**src/rtl/arf_sequencer.sv**
```systemverilog
// Micro-sequencer owning ARF/memory/IR controls for fetch, stack, call/return and load ops.
// Latency: op accepted at the Start edge in IDLE; step outputs follow one cycle later, N = 1..4 steps.
// Backpressure: none queued; Start is ignored while Busy, so the caller must wait for the IDLE cycle after Done.
module arf_sequencer (
  input  logic       Clock,
  input  logic       Reset,
  input  logic       Start,
  input  logic [2:0] Op,
  output logic       Busy,
  output logic       Done,
  output logic [1:0] OutCSel,
  output logic [1:0] OutDSel,
  output logic [2:0] FunSel,
  output logic [2:0] RegSel,
  output logic       ArfISel,
  output logic       MemRd,
  output logic       MemWr,
  output logic       DataByte,
  output logic       IRLoad,
  output logic       IRLH,
  output logic       PopLoad
);

  typedef enum logic [4:0] {
    S_IDLE,
    S_F0, S_F1,
    S_P0, S_P1,
    S_Q0, S_Q1, S_Q2,
    S_LPC, S_LSP, S_LAR,
    S_C0, S_C1, S_C2,
    S_R0, S_R1, S_R2, S_R3
  } state_t;

  typedef struct packed {
    logic       busy;
    logic       done;
    logic [1:0] outc_sel;
    logic [1:0] outd_sel;
    logic [2:0] fun_sel;
    logic [2:0] reg_sel;
    logic       arf_isel;
    logic       mem_rd;
    logic       mem_wr;
    logic       data_byte;
    logic       ir_load;
    logic       ir_lh;
    logic       pop_load;
  } ctl_t;

  // Register selects (active-low) and ARF function codes.
  localparam logic [2:0] RS_NONE = 3'b111;
  localparam logic [2:0] RS_PC   = 3'b011;
  localparam logic [2:0] RS_AR   = 3'b101;
  localparam logic [2:0] RS_SP   = 3'b110;

  localparam logic [2:0] FS_DEC  = 3'b000;
  localparam logic [2:0] FS_INC  = 3'b001;
  localparam logic [2:0] FS_LOAD = 3'b010;
  localparam logic [2:0] FS_WLO  = 3'b101;
  localparam logic [2:0] FS_WHI  = 3'b110;

  localparam logic [1:0] SEL_PC  = 2'b00;
  localparam logic [1:0] SEL_AR  = 2'b10;
  localparam logic [1:0] SEL_SP  = 2'b11;

  localparam ctl_t CTL_IDLE = '{
    busy: 1'b0, done: 1'b0, outc_sel: SEL_PC, outd_sel: SEL_PC,
    fun_sel: FS_DEC, reg_sel: RS_NONE, arf_isel: 1'b0, mem_rd: 1'b0,
    mem_wr: 1'b0, data_byte: 1'b0, ir_load: 1'b0, ir_lh: 1'b0, pop_load: 1'b0
  };

  state_t state;
  state_t nxt;
  ctl_t   ctl_q;

  // Moore decode of one micro-step; anything not named keeps its IDLE value.
  function automatic ctl_t decode(input state_t s);
    ctl_t c;
    c = CTL_IDLE;
    c.busy = (s != S_IDLE);
    case (s)
      // Instruction fetch: two bytes at PC, PC post-increments each byte.
      S_F0, S_F1: begin
        c.mem_rd  = 1'b1;
        c.ir_load = 1'b1;
        c.ir_lh   = (s == S_F1);
        c.reg_sel = RS_PC;
        c.fun_sel = FS_INC;
      end
      // Push AR: high byte first at SP, SP post-decrements each byte.
      S_P0, S_P1: begin
        c.outc_sel  = SEL_AR;
        c.outd_sel  = SEL_SP;
        c.mem_wr    = 1'b1;
        c.data_byte = (s == S_P0);
        c.reg_sel   = RS_SP;
        c.fun_sel   = FS_DEC;
      end
      // Pop: pre-increment SP, read low byte, increment again, read high byte.
      S_Q0: begin
        c.reg_sel = RS_SP;
        c.fun_sel = FS_INC;
      end
      S_Q1: begin
        c.outd_sel = SEL_SP;
        c.mem_rd   = 1'b1;
        c.pop_load = 1'b1;
        c.reg_sel  = RS_SP;
        c.fun_sel  = FS_INC;
      end
      S_Q2: begin
        c.outd_sel = SEL_SP;
        c.mem_rd   = 1'b1;
        c.pop_load = 1'b1;
        c.ir_lh    = 1'b1;
      end
      // Single-step loads from the external operand.
      S_LPC, S_LSP, S_LAR, S_C2: begin
        c.fun_sel = FS_LOAD;
        c.reg_sel = (s == S_LSP) ? RS_SP : ((s == S_LAR) ? RS_AR : RS_PC);
      end
      // Call: push PC (high byte first), then load PC with the target.
      S_C0, S_C1: begin
        c.outc_sel  = SEL_PC;
        c.outd_sel  = SEL_SP;
        c.mem_wr    = 1'b1;
        c.data_byte = (s == S_C0);
        c.reg_sel   = RS_SP;
        c.fun_sel   = FS_DEC;
      end
      // Return: mirror of the call push, writing PC a byte at a time from memory.
      S_R0, S_R2: begin
        c.reg_sel = RS_SP;
        c.fun_sel = FS_INC;
      end
      S_R1, S_R3: begin
        c.outd_sel = SEL_SP;
        c.mem_rd   = 1'b1;
        c.arf_isel = 1'b1;
        c.reg_sel  = RS_PC;
        c.fun_sel  = (s == S_R1) ? FS_WLO : FS_WHI;
      end
      default: ;
    endcase
    case (s)
      S_F1, S_P1, S_Q2, S_LPC, S_LSP, S_LAR, S_C2, S_R3: c.done = 1'b1;
      default: c.done = 1'b0;
    endcase
    return c;
  endfunction

  // Step sequencing; the op code is captured by which first step IDLE branches to.
  always_comb begin
    nxt = S_IDLE;
    case (state)
      S_IDLE: begin
        if (Start) begin
          case (Op)
            3'b000:  nxt = S_F0;
            3'b001:  nxt = S_P0;
            3'b010:  nxt = S_Q0;
            3'b011:  nxt = S_LPC;
            3'b100:  nxt = S_LSP;
            3'b101:  nxt = S_LAR;
            3'b110:  nxt = S_C0;
            default: nxt = S_R0;
          endcase
        end
      end
      S_F0:    nxt = S_F1;
      S_P0:    nxt = S_P1;
      S_Q0:    nxt = S_Q1;
      S_Q1:    nxt = S_Q2;
      S_C0:    nxt = S_C1;
      S_C1:    nxt = S_C2;
      S_R0:    nxt = S_R1;
      S_R1:    nxt = S_R2;
      S_R2:    nxt = S_R3;
      default: nxt = S_IDLE;
    endcase
  end

  // State and registered controls advance together so outputs always match the current step.
  always_ff @(posedge Clock) begin
    if (!Reset) begin
      state <= S_IDLE;
      ctl_q <= CTL_IDLE;
    end else begin
      state <= nxt;
      ctl_q <= decode(nxt);
    end
  end

  assign Busy     = ctl_q.busy;
  assign Done     = ctl_q.done;
  assign OutCSel  = ctl_q.outc_sel;
  assign OutDSel  = ctl_q.outd_sel;
  assign FunSel   = ctl_q.fun_sel;
  assign RegSel   = ctl_q.reg_sel;
  assign ArfISel  = ctl_q.arf_isel;
  assign MemRd    = ctl_q.mem_rd;
  assign MemWr    = ctl_q.mem_wr;
  assign DataByte = ctl_q.data_byte;
  assign IRLoad   = ctl_q.ir_load;
  assign IRLH     = ctl_q.ir_lh;
  assign PopLoad  = ctl_q.pop_load;

endmodule

```
**config.mk**
```make
export PLATFORM = sky130hd
export DESIGN_NAME = arf_sequencer
export DESIGN_NICKNAME = d
export VERILOG_FILES = /design/src/rtl/arf_sequencer.sv
export SDC_FILE = /design/constraint.sdc
export NUM_CORES = 1
export LEC_CHECK = 0
export BUFFER_PORTS_ARGS = -buffer_cell sky130_fd_sc_hd__buf_2
export CAP_MARGIN = 5
export CELL_PAD_IN_SITES_DETAIL_PLACEMENT = 1
export CELL_PAD_IN_SITES_GLOBAL_PLACEMENT = 2
export CORE_ASPECT_RATIO = 0.9
export CORE_MARGIN = 2
export CORE_UTILIZATION = 33
export CTS_CLUSTER_DIAMETER = 120
export DETAILED_ROUTE_END_ITERATION = 10
export PLACE_DENSITY_LB_ADDON = 0.05
export SETUP_SLACK_MARGIN = 0.4
export SLEW_MARGIN = 20
export SYNTH_ARGS = -nofsm -noshare
export SYNTH_HDL_FRONTEND = slang
export SYNTH_SLANG_ARGS = --single-unit
```
**constraint.sdc**
```tcl
create_clock -name Clock -period 6.2 [get_ports Clock]
set_input_delay 0.31 -clock Clock [delete_from_list [all_inputs] [get_ports Clock]]
set_output_delay 0.31 -clock Clock [all_outputs]
set_load 0.1 [all_outputs]
```
==> impl_metrics.ini <==
[die]
start_util_pct = 34.7
die_y_um = 63.5
die-area_sq_um = 4450
fp-row-count = 21
coreArea_sq_um = 3730
io_pins = 25
die_x_um = 70.1

[yosys]
syn-num-nets = 172
syn_avg_cell_area_sq_um = 8.00
ys_warn_count = 0
synth_fa_ha_area_share_pct = 3.86
ys_seq_elements = 22
synth_enable_flop_cells = 0
synthXorXnorAreaFrac_pct = 1.35
syn_inst = 162
ys.flop_type = dfxtp_1
synthMuxAreaShare_pct = 0.772
syn_area_sq_um = 1300
async_flop_share_pct = 0
synth_compound_area_share_pct = 29.5
synthSimpleGateAreaFrac_pct = 22.6
synth.distinct_cells = 47
synth_seq_area_share_pct = 34.0
synth_top_family_by_area = compound AO/OA/AOI/OAI gates

[sta]
clock.fmax_ghz = 0.334
slew_viol_final = 0
fin_crit_sh_pct = 48.4
max_slew_margin_pct = 40.2
skew_ns = 0.00704
post-route-min-period_ns = 3.00
finalSetupTns_ns = 0
final-hold-violation-count = 0
setup_viol = 0
rsz0062_at_grt = no
tightest_slew_ns = 0.897

[global_routing]
grt_use_total_pct = 16.8
first_global_vias = 1167
antenna_found_initial = 0
grt_pass1_wl_um = 5980
grt-ovfl-total = 0
grt_max_degree = 19

[clock_tree]
cts_tree = yes
cts_setup_buffers = 0
path_clk_slew_ns = 0.08
cts_resized = 0
max-clock-path-buffers = 2
clk_latency_ns = 0.26
root_buffer = clkbuf_8
cts.hold.buffers_added = 0
cts_inserted_buffers = 3
cts.sinks = 22
cts_max_level = 1

[routing]
ant_nets = 0
vias_per_cell = 5.46
drtPass1Iterations = 4
num_vias = 1207
drtIter0Drc = 66
drcViolationCount = 0
wl_um = 3480
avgRoutedWirePerCell_um = 15.7

[place]
place_inst = 217
io_buffers = 23
post-dp-hpwl_um = 2560
place_congestion = 0.820

[worst_setup_path]
reg2reg_depth = 8
worstSetupStartpointType = flop
worstSetupEndpointType = flop
worst_ep_arrival_time_ns = 3.14
critical_path_required_ns = 6.34
crit_type = flop to flop
cp_max_fo = 13

[final_layout]
top_register = state
syn2layout_area_growth_pct = 12.3
layout_common_cells = buf_2, dfxtp_1, nand2_1
layout-drive-gt1-share_pct = 18.3
multi_input_area_sq_um = 757
final_common_cell = buf_2
fin_nets = 186
regArea_sq_um = 440
antenna_cells = 0
final_cells = 221
fill_cells = 477
largest_register_ffs = 5

[worst_hold_path]
min_path_type = input port to flop
hold_depth = 2

[run_status]
status = completed

[pwr]
power.density_nw_per_um2 = 314
finalPower_uw = 457
max-vdd-ir-drop_mv = 0.127
leakage_nw = 0.640

[flow_run]
maxCapViolations = 0
==> per-layer routing <==
layer  wire [um]  GRT usage [%]
met5           0              0
met4          19           2.88
met3          91           3.36
met2        1550           25.7
met1        1820           24.6
==> through the flow <==
step,area (sq um),util (%),setup slack [ns],hold slack [ns]
after floorplan,1300,-,3.77,0.567
after global placement,1400,37.5,3.34,0.596
after detailed placement,1400,37.5,3.24,0.601
after CTS,1460,39.0,3.23,0.321
after global routing,1460,39.0,2.92,0.326
final,1460,39.0,3.20,0.328
==> cell type report <==
type	instances	area share, %
Timing Repair Buffer	24	8.43
Tap cell	46	3.96
Clock buffer	4	3.78
Sequential cell	22	30.3
Multi-Input combinational cell	119	52.0
Inverter	6	1.55
==> worst max-delay path, cell delays in order, from the launching register on <==
cell,delay (ns)
dfxtp_1,0.44
nor4_1,0.64
nand2_1,0.19
o22a_1,0.30
ha_1,0.36
nor2_1,0.23
a21boi_0,0.36
o32a_1,0.23
nand4_1,0.10
==> synth_stat cells, types with 2 or more instances <==
master	instances	area (sq um)
a21o_1	4	30.0
a31oi_1	3	18.8
or2_2	2	12.5
buf_4	2	15.0
o21a_1	2	15.0
a21oi_1	13	65.1
a221oi_1	2	17.5
nor3b_1	2	15.0
a21boi_0	2	15.0
clkbuf_1	8	30.0
o22a_1	2	17.5
o211ai_1	2	15.0
nand3_1	2	10.0
nor3_1	4	20.0
nor2b_1	7	43.8
nand2_1	18	67.6
o211a_1	2	20.0
inv_1	6	22.5
dfxtp_1	22	440
and2_1	4	25.0
o32a_1	2	20.0
ha_1	4	50.1
nor2_1	12	45.0
and3b_1	2	17.5
o2111ai_1	2	17.5
o21ai_0	6	30.0
buf_2	4	20.0
a22oi_1	2	15.0
==> cell families (layout without fill, tap and decap cells) <==
kind of cell             count (synthesis)  after routing
AND/OR/NAND/NOR                         58             58
multiplexers                             1              1
adder cells (fa/ha/maj)                  4              4
XOR/XNOR                                 2              2
AO/OA/AOI/OAI                           53             53
other                                    1              1
flip-flops                              22             22
buffers and inverters                   21             34
==> report_power, final <==
part           switching, mW  internal (mW)
clock                 0.0458         0.0566
sequential           0.00860          0.154
combinational          0.148         0.0439
total                  0.202          0.255
==> path summary, 6_finish.rpt <==
check | start | to | slack (ns)
setup / recovery | state[0]$_SDFF_PN0_ | RegSel[1]$_SDFF_PN1_ | 3.20
hold / removal | Reset | RegSel[2]$_SDFF_PN1_ | 0.33
setup reg to reg | state[0]$_SDFF_PN0_ | RegSel[1]$_SDFF_PN1_ | 3.20
hold reg to reg | state[3]$_SDFF_PN0_ | Busy$_SDFF_PN0_ | 0.88
Note: power is estimated with default switching activity, not from simulation.
